[src/rtl/fu_pkg.sv]
// Shared definitions for the functional-unit scheduler slice.
// Holds the datapath widths, FU opcode constants and the result-entry
// struct that travels through the response FIFO.
package fu_pkg;

    localparam int DATA_WIDTH   = 16;
    localparam int INS_WIDTH    = 5;
    // Widest requester tag supported (NUM_REQ up to 8).
    localparam int ID_MAX_WIDTH = 3;

    localparam logic [INS_WIDTH-1:0] OP_PASS_A = 5'b00000;
    localparam logic [INS_WIDTH-1:0] OP_INC    = 5'b00001;
    localparam logic [INS_WIDTH-1:0] OP_DEC    = 5'b00010;
    localparam logic [INS_WIDTH-1:0] OP_PASS_B = 5'b00011;
    localparam logic [INS_WIDTH-1:0] OP_ADD    = 5'b00100;
    localparam logic [INS_WIDTH-1:0] OP_SUB    = 5'b00101;
    localparam logic [INS_WIDTH-1:0] OP_AND    = 5'b01000;
    localparam logic [INS_WIDTH-1:0] OP_OR     = 5'b01001;
    localparam logic [INS_WIDTH-1:0] OP_XOR    = 5'b01010;
    localparam logic [INS_WIDTH-1:0] OP_NOT    = 5'b01011;
    localparam logic [INS_WIDTH-1:0] OP_SHL    = 5'b01100;
    localparam logic [INS_WIDTH-1:0] OP_SHR    = 5'b01101;
    localparam logic [INS_WIDTH-1:0] OP_ASR    = 5'b01110;
    localparam logic [INS_WIDTH-1:0] OP_MUL    = 5'b10000;
    localparam logic [INS_WIDTH-1:0] OP_ROR    = 5'b10010;
    localparam logic [INS_WIDTH-1:0] OP_ROL    = 5'b10011;

    typedef struct packed {
        logic [ID_MAX_WIDTH-1:0] id;
        logic [DATA_WIDTH-1:0]   data;
    } resp_entry_t;

endpackage

[src/rtl/fu_resp_fifo.sv]
// Two-entry synchronous FIFO holding tagged FU results.
// Ports:
//   clk, rst_n   clock, synchronous active-low reset
//   push         write push_entry at the tail
//   push_entry   {id, data} to store
//   pop          drop the head entry (caller only pops when count != 0)
//   count        number of stored entries (0..2)
//   head         oldest entry; all-zero after reset
module fu_resp_fifo
    import fu_pkg::*;
(
    input  logic        clk,
    input  logic        rst_n,
    input  logic        push,
    input  resp_entry_t push_entry,
    input  logic        pop,
    output logic [1:0]  count,
    output resp_entry_t head
);

    resp_entry_t mem_q [2];
    logic        wr_ptr_q;
    logic        rd_ptr_q;
    logic [1:0]  count_q;

    always_ff @(posedge clk) begin
        if (!rst_n) begin
            mem_q[0] <= '0;
            mem_q[1] <= '0;
            wr_ptr_q <= 1'b0;
            rd_ptr_q <= 1'b0;
            count_q  <= 2'd0;
        end else begin
            if (push) begin
                mem_q[wr_ptr_q] <= push_entry;
                wr_ptr_q        <= ~wr_ptr_q;
            end
            if (pop) begin
                rd_ptr_q <= ~rd_ptr_q;
            end
            count_q <= count_q + 2'(push) - 2'(pop);
        end
    end

    assign count = count_q;
    assign head  = mem_q[rd_ptr_q];

    // The upstream credit check must make these impossible.
    assert property (@(posedge clk) disable iff (!rst_n) !(push && count_q == 2'd2 && !pop))
        else $error("fu_resp_fifo overflow");
    assert property (@(posedge clk) disable iff (!rst_n) !(pop && count_q == 2'd0))
        else $error("fu_resp_fifo underflow");

endmodule

[src/rtl/fu_rr_scheduler.sv]
// Round-robin scheduler sharing one registered 1-cycle FU among NUM_REQ
// requesters; results return in issue order on one tagged response channel.
// Ports:
//   clk, rst_n                 clock, synchronous active-low reset
//   req_valid/req_ready        per-requester handshake (ready one-hot or zero)
//   req_a/req_b/req_ins        packed per-requester operands and instruction
//   fu_a/fu_b/fu_ins           FU inputs (zero when nothing issues)
//   fu_f                       FU result, valid one cycle after issue
//   resp_valid/resp_ready      response handshake
//   resp_id/resp_data          requester tag and result of the response
//   issue_cnt                  wrapping count of issued operations
module fu_rr_scheduler
    import fu_pkg::*;
#(
    parameter int  DATA_WIDTH = fu_pkg::DATA_WIDTH,
    parameter int  INS_WIDTH  = fu_pkg::INS_WIDTH,
    parameter int  NUM_REQ    = 4,
    localparam int ID_WIDTH   = $clog2(NUM_REQ)
) (
    input  logic                          clk,
    input  logic                          rst_n,
    input  logic [NUM_REQ-1:0]            req_valid,
    output logic [NUM_REQ-1:0]            req_ready,
    input  logic [NUM_REQ*DATA_WIDTH-1:0] req_a,
    input  logic [NUM_REQ*DATA_WIDTH-1:0] req_b,
    input  logic [NUM_REQ*INS_WIDTH-1:0]  req_ins,
    output logic [DATA_WIDTH-1:0]         fu_a,
    output logic [DATA_WIDTH-1:0]         fu_b,
    output logic [INS_WIDTH-1:0]          fu_ins,
    input  logic [DATA_WIDTH-1:0]         fu_f,
    output logic                          resp_valid,
    input  logic                          resp_ready,
    output logic [ID_WIDTH-1:0]           resp_id,
    output logic [DATA_WIDTH-1:0]         resp_data,
    output logic [15:0]                   issue_cnt
);

    logic [ID_WIDTH-1:0]   rr_ptr_q;
    logic                  inflight_q;
    logic [ID_WIDTH-1:0]   inflight_id_q;
    logic [15:0]           issue_cnt_q;

    logic [1:0]            fifo_count;
    resp_entry_t           head;
    resp_entry_t           push_entry;
    logic                  pop;
    logic                  issue_en;
    logic [2:0]            outstanding;

    logic                  found;
    logic                  transfer;
    logic [ID_WIDTH-1:0]   winner;
    logic [ID_WIDTH-1:0]   idx;
    logic [DATA_WIDTH-1:0] sel_a;
    logic [DATA_WIDTH-1:0] sel_b;
    logic [INS_WIDTH-1:0]  sel_ins;

    // Credit: a slot freed by this cycle's pop may be reused by this cycle's issue.
    assign resp_valid  = (fifo_count != 2'd0);
    assign pop         = resp_valid & resp_ready;
    assign outstanding = 3'(inflight_q) + 3'(fifo_count);
    assign issue_en    = (outstanding - 3'(pop)) < 3'd2;

    // Scan from rr_ptr upward; iterating from the far end lets the nearest hit win.
    always_comb begin
        found   = 1'b0;
        winner  = '0;
        idx     = '0;
        sel_a   = '0;
        sel_b   = '0;
        sel_ins = '0;
        for (int k = NUM_REQ - 1; k >= 0; k--) begin
            idx = ID_WIDTH'((int'(rr_ptr_q) + k) % NUM_REQ);
            if (req_valid[idx]) begin
                found   = 1'b1;
                winner  = idx;
                sel_a   = req_a[idx*DATA_WIDTH +: DATA_WIDTH];
                sel_b   = req_b[idx*DATA_WIDTH +: DATA_WIDTH];
                sel_ins = req_ins[idx*INS_WIDTH +: INS_WIDTH];
            end
        end
    end

    assign transfer  = found & issue_en;
    assign req_ready = transfer ? (NUM_REQ'(1) << winner) : '0;
    assign fu_a      = transfer ? sel_a : '0;
    assign fu_b      = transfer ? sel_b : '0;
    assign fu_ins    = transfer ? sel_ins : '0;

    always_ff @(posedge clk) begin
        if (!rst_n) begin
            rr_ptr_q      <= '0;
            inflight_q    <= 1'b0;
            inflight_id_q <= '0;
            issue_cnt_q   <= 16'd0;
        end else begin
            inflight_q <= transfer;
            if (transfer) begin
                rr_ptr_q      <= (winner == ID_WIDTH'(NUM_REQ - 1)) ? '0 : winner + 1'b1;
                inflight_id_q <= winner;
                issue_cnt_q   <= issue_cnt_q + 16'd1;
            end
        end
    end

    assign push_entry = '{id: ID_MAX_WIDTH'(inflight_id_q), data: fu_f};

    fu_resp_fifo u_resp_fifo (
        .clk        (clk),
        .rst_n      (rst_n),
        .push       (inflight_q),
        .push_entry (push_entry),
        .pop        (pop),
        .count      (fifo_count),
        .head       (head)
    );

    assign resp_id   = head.id[ID_WIDTH-1:0];
    assign resp_data = head.data;
    assign issue_cnt = issue_cnt_q;

    generate
        if (ID_WIDTH < ID_MAX_WIDTH) begin : g_id_pad
            logic unused_id_bits;
            assign unused_id_bits = ^head.id[ID_MAX_WIDTH-1:ID_WIDTH];
        end
    endgenerate

endmodule
[config.mk]
export PLATFORM = sky130hd
export DESIGN_NAME = fu_rr_scheduler
export DESIGN_NICKNAME = d
export VERILOG_FILES = /design/src/rtl/fu_pkg.sv /design/src/rtl/fu_resp_fifo.sv /design/src/rtl/fu_rr_scheduler.sv
export SDC_FILE = /design/constraint.sdc
export NUM_CORES = 1
export LEC_CHECK = 0
export ABC_AREA = 1
export BUFFER_PORTS_ARGS = -buffer_cell sky130_fd_sc_hd__buf_2
export CORE_MARGIN = 2
export CORE_UTILIZATION = 50
export DETAILED_ROUTE_END_ITERATION = 6
export GPL_ROUTABILITY_DRIVEN = 0
export GPL_TIMING_DRIVEN = 1
export HOLD_SLACK_MARGIN = 0.1
export PLACE_DENSITY_LB_ADDON = 0.1
export REMOVE_ABC_BUFFERS = 1
export SYNTH_ARGS = -nofsm -noshare
export SYNTH_HDL_FRONTEND = slang
export SYNTH_SLANG_ARGS = --single-unit
[constraint.sdc]
create_clock -name clk -period 5.89 [get_ports clk]
set_input_delay 1.178 -clock clk [delete_from_list [all_inputs] [get_ports clk]]
set_output_delay 1.178 -clock clk [all_outputs]
set_load 0.005 [all_outputs]
==> flow_summary.json <==
{
  "outcome": "complete, no violations",
  "period_share_pct": 87.7,
  "grt_pass1_wl_um": 35900,
  "worstMarginPinSlew_ps": 884,
  "maxSlewViolCount": 0,
  "cts_sinks": 62,
  "clkPwrFrac_pct": 12.4,
  "start_util_pct": 50.6,
  "synth_warnings": 0,
  "sw_frac_of_total_pct": 54.6,
  "die_y_um": 127,
  "rsz0062_at_grt": "no",
  "numCtsBuffers": 9,
  "vias": 8986,
  "path_max_fanout": 37,
  "insertion_delay_ps": 330,
  "fin_cells": 1707,
  "rr_worst_depth": 15,
  "hold_viol": 0,
  "cp-start-kind": "input pin",
  "cts-hold-fix-buffers": 0,
  "tritoncts": "yes",
  "first_pass_iters": 5,
  "boundaryPins": 247,
  "post_cts_resized": 0,
  "p_int_mw": 2.00,
  "wl_um": 22600,
  "finClkSkew_ps": 6.61,
  "cp.required_ps": 4710,
  "max_freq_mhz": 194,
  "grt_max_degree": 109,
  "hp-class": "flip-flop to flip-flop",
  "grt_pass1_vias": 7690,
  "end_kind": "primary output",
  "netlist_area_um2": 7600,
  "die_x_um": 127,
  "syn_to_final_growth_pct": 17.7,
  "fp.coreArea_um2": 15000,
  "drive_gt1_share_pct": 20.8,
  "post-cts-setup-buffers": 0,
  "routedWlPerCell_um": 13.2,
  "seqPwrFrac_pct": 13.7,
  "layout_setup_ws_ps": 725,
  "dp_hpwl_um": 15400,
  "netlist_instances": 1347,
  "cts_buffer_depth": 2,
  "final_util_pct": 59.6,
  "leakagePower_nw": 4.51,
  "worstSetupStartpoint": "resp_ready",
  "cap_violations": 0,
  "setup_viol": 0,
  "power.density_nw_per_um2": 492,
  "placedCellCount": 1688,
  "rrSetupSlack_ps": 2480,
  "arrival_ps": 3990,
  "final_nets": 1690,
  "fin_crit_ps": 5160,
  "ir_drop_v": 0.000245,
  "combPwrFrac_pct": 73.9,
  "path_clk_slew_ps": 50,
  "first_iter_violations": 535,
  "crit_end": "fu_b[1]",
  "power.switching_mw": 2.40,
  "root_buffer": "clkbuf_16",
  "r2r_start": "u_resp_fifo.count[1]",
  "postRouteAntennaNets": 0,
  "vias_per_cell": 5.26,
  "pre_cts_ws_ps": 777,
  "rows": 45,
  "synth_cell_types": 28,
  "antenna_found_initial": 5,
  "ys_seq_area_share_pct": 21.1,
  "die-area_um2": 16200,
  "relSlewSlack_pct": 40.9,
  "whs_ps": 449,
  "post-route-drc-count": 0,
  "track_usage_pct": 26.7,
  "synth_seq_cells": 62,
  "critical_path_class": "input pin to primary output",
  "grt_overflow_total": 0,
  "r2r_end": "issue_cnt[14]",
  "cts_htree_levels": 3,
  "avgSynthCellArea_um2": 5.65,
  "io_buffers": 246
}
[worst max-delay path, cell delays in order]
cell	delay, ps
buf_2	100
nand2_1	50
inv_1	60
ha_1	270
inv_1	40
ha_1	190
fa_1	410
xnor2_1	140
nor2_1	190
nand2_4	280
inv_2	660
nand3_1	220
inv_2	70
buf_2	100
[routing by layer]
metal	vias up	GRT usage, %	part of all wire [%]
met5	-	0	0.058
met4	2	6.59	1.5
met3	30	4.82	6.8
met2	294	46.1	47
met1	3953	34.5	45
li1	4707	-	-
[worst min-delay path by stage]
stage	to	start	cells past startpoint	slack, ps
5_1_grt	flip-flop	u_resp_fifo.rd_ptr_q	1	490
3_5_place_dp	u_resp_fifo.rd_ptr_q	u_resp_fifo.rd_ptr_q	1	460
2_1_floorplan	flip-flop	u_resp_fifo.rd_ptr_q	1	430
6_report	flip-flop	u_resp_fifo.rd_ptr_q	1	450
4_1_cts	flip-flop	u_resp_fifo.rd_ptr_q	1	450
3_3_place_gp	flip-flop	u_resp_fifo.rd_ptr_q	1	440
[power groups by stage]
stage          Clock (mW)  Combinational [mW]  Sequential, mW
6_report            0.546                3.26           0.604
2_1_floorplan           0                2.15           0.682
5_1_grt             0.569                3.69           0.616
4_1_cts             0.550                3.26           0.604
3_3_place_gp            0                3.21           0.608
3_5_place_dp            0                3.24           0.611
[synth_stat cells]
library cell / n / area [um2]
nand2_4: 3 / 33.8
nor2_1: 60 / 225
inv_2: 10 / 37.5
buf_2: 34 / 170
buf_1: 2 / 7.51
xnor2_1: 4 / 35.0
fa_1: 1 / 20.0
nand3b_1: 1 / 7.51
o211ai_1: 37 / 278
mux2_2: 18 / 203
inv_1: 149 / 559
a21oi_2: 1 / 8.76
nand2_2: 5 / 31.3
ha_1: 7 / 87.6
dfxtp_1: 26 / 521
nor3_1: 6 / 30.0
nand3_1: 97 / 485
clkbuf_1: 52 / 195
o21ai_0: 251 / 1260
nand3_2: 4 / 40.0
buf_6: 10 / 113
buf_4: 5 / 37.5
a21oi_1: 71 / 355
nand2_1: 431 / 1620
edfxtp_1: 36 / 1080
inv_4: 1 / 6.26
xor2_1: 10 / 87.6
o21ai_1: 15 / 75.1
[cell usage in the layout, fill, tap and decap left out, types with 18 or more instances in the layout]
cell type | synthesis | final
dfxtp_1 | 26 | 24
o211ai_1 | 37 | 37
a21oi_1 | 71 | 71
o21ai_0 | 251 | 251
edfxtp_1 | 36 | 36
nand2_1 | 431 | 428
buf_2 | 34 | 246
inv_1 | 149 | 149
mux2_2 | 18 | 18
nand3_1 | 97 | 97
nor2_1 | 60 | 60
[flip-flops by register name (all words and copies together), names as in the netlist, named ones only]
signal                cells
rr_ptr_q                  2
issue_cnt                16
u_resp_fifo.mem_q        36
u_resp_fifo.count         2
u_resp_fifo.rd_ptr_q      1
u_resp_fifo.wr_ptr_q      1
inflight_id_q             2
inflight_q                1
[cells by family after synthesis]
group | Yosys count | share of synthesized area [%]
buffers and inverters | 263 | 14.8
adders and majority gates | 8 | 1.41
AOI/OAI and AO/OA | 375 | 25.9
and+or+nand+nor | 607 | 32.5
xor gates and xnor gates | 14 | 1.61
DFF | 62 | 21.1
muxes | 18 | 2.67
[area by class of cell]
cell class	count	area, um2
Sequential cell	62	1610
Antenna cell	3	7.51
Inverter	160	603
Clock inverter	5	76.3
Clock buffer	11	233
Timing Repair Buffer	256	1310
Fill cell	1535	6080
Tap cell	188	235
Multi-Input combinational cell	1022	4880
[per-stage QoR]
step           power, mW  setup TNS [ps]  cell area [um2]
6_report            4.41               0             8950
5_1_grt             4.88               0             8950
4_1_cts             4.41               0             8940
3_5_place_dp        3.85               0             8640
3_3_place_gp        3.82               0             8640
2_1_floorplan       2.83          -96120             7080
(Power assumes the default switching activity.)
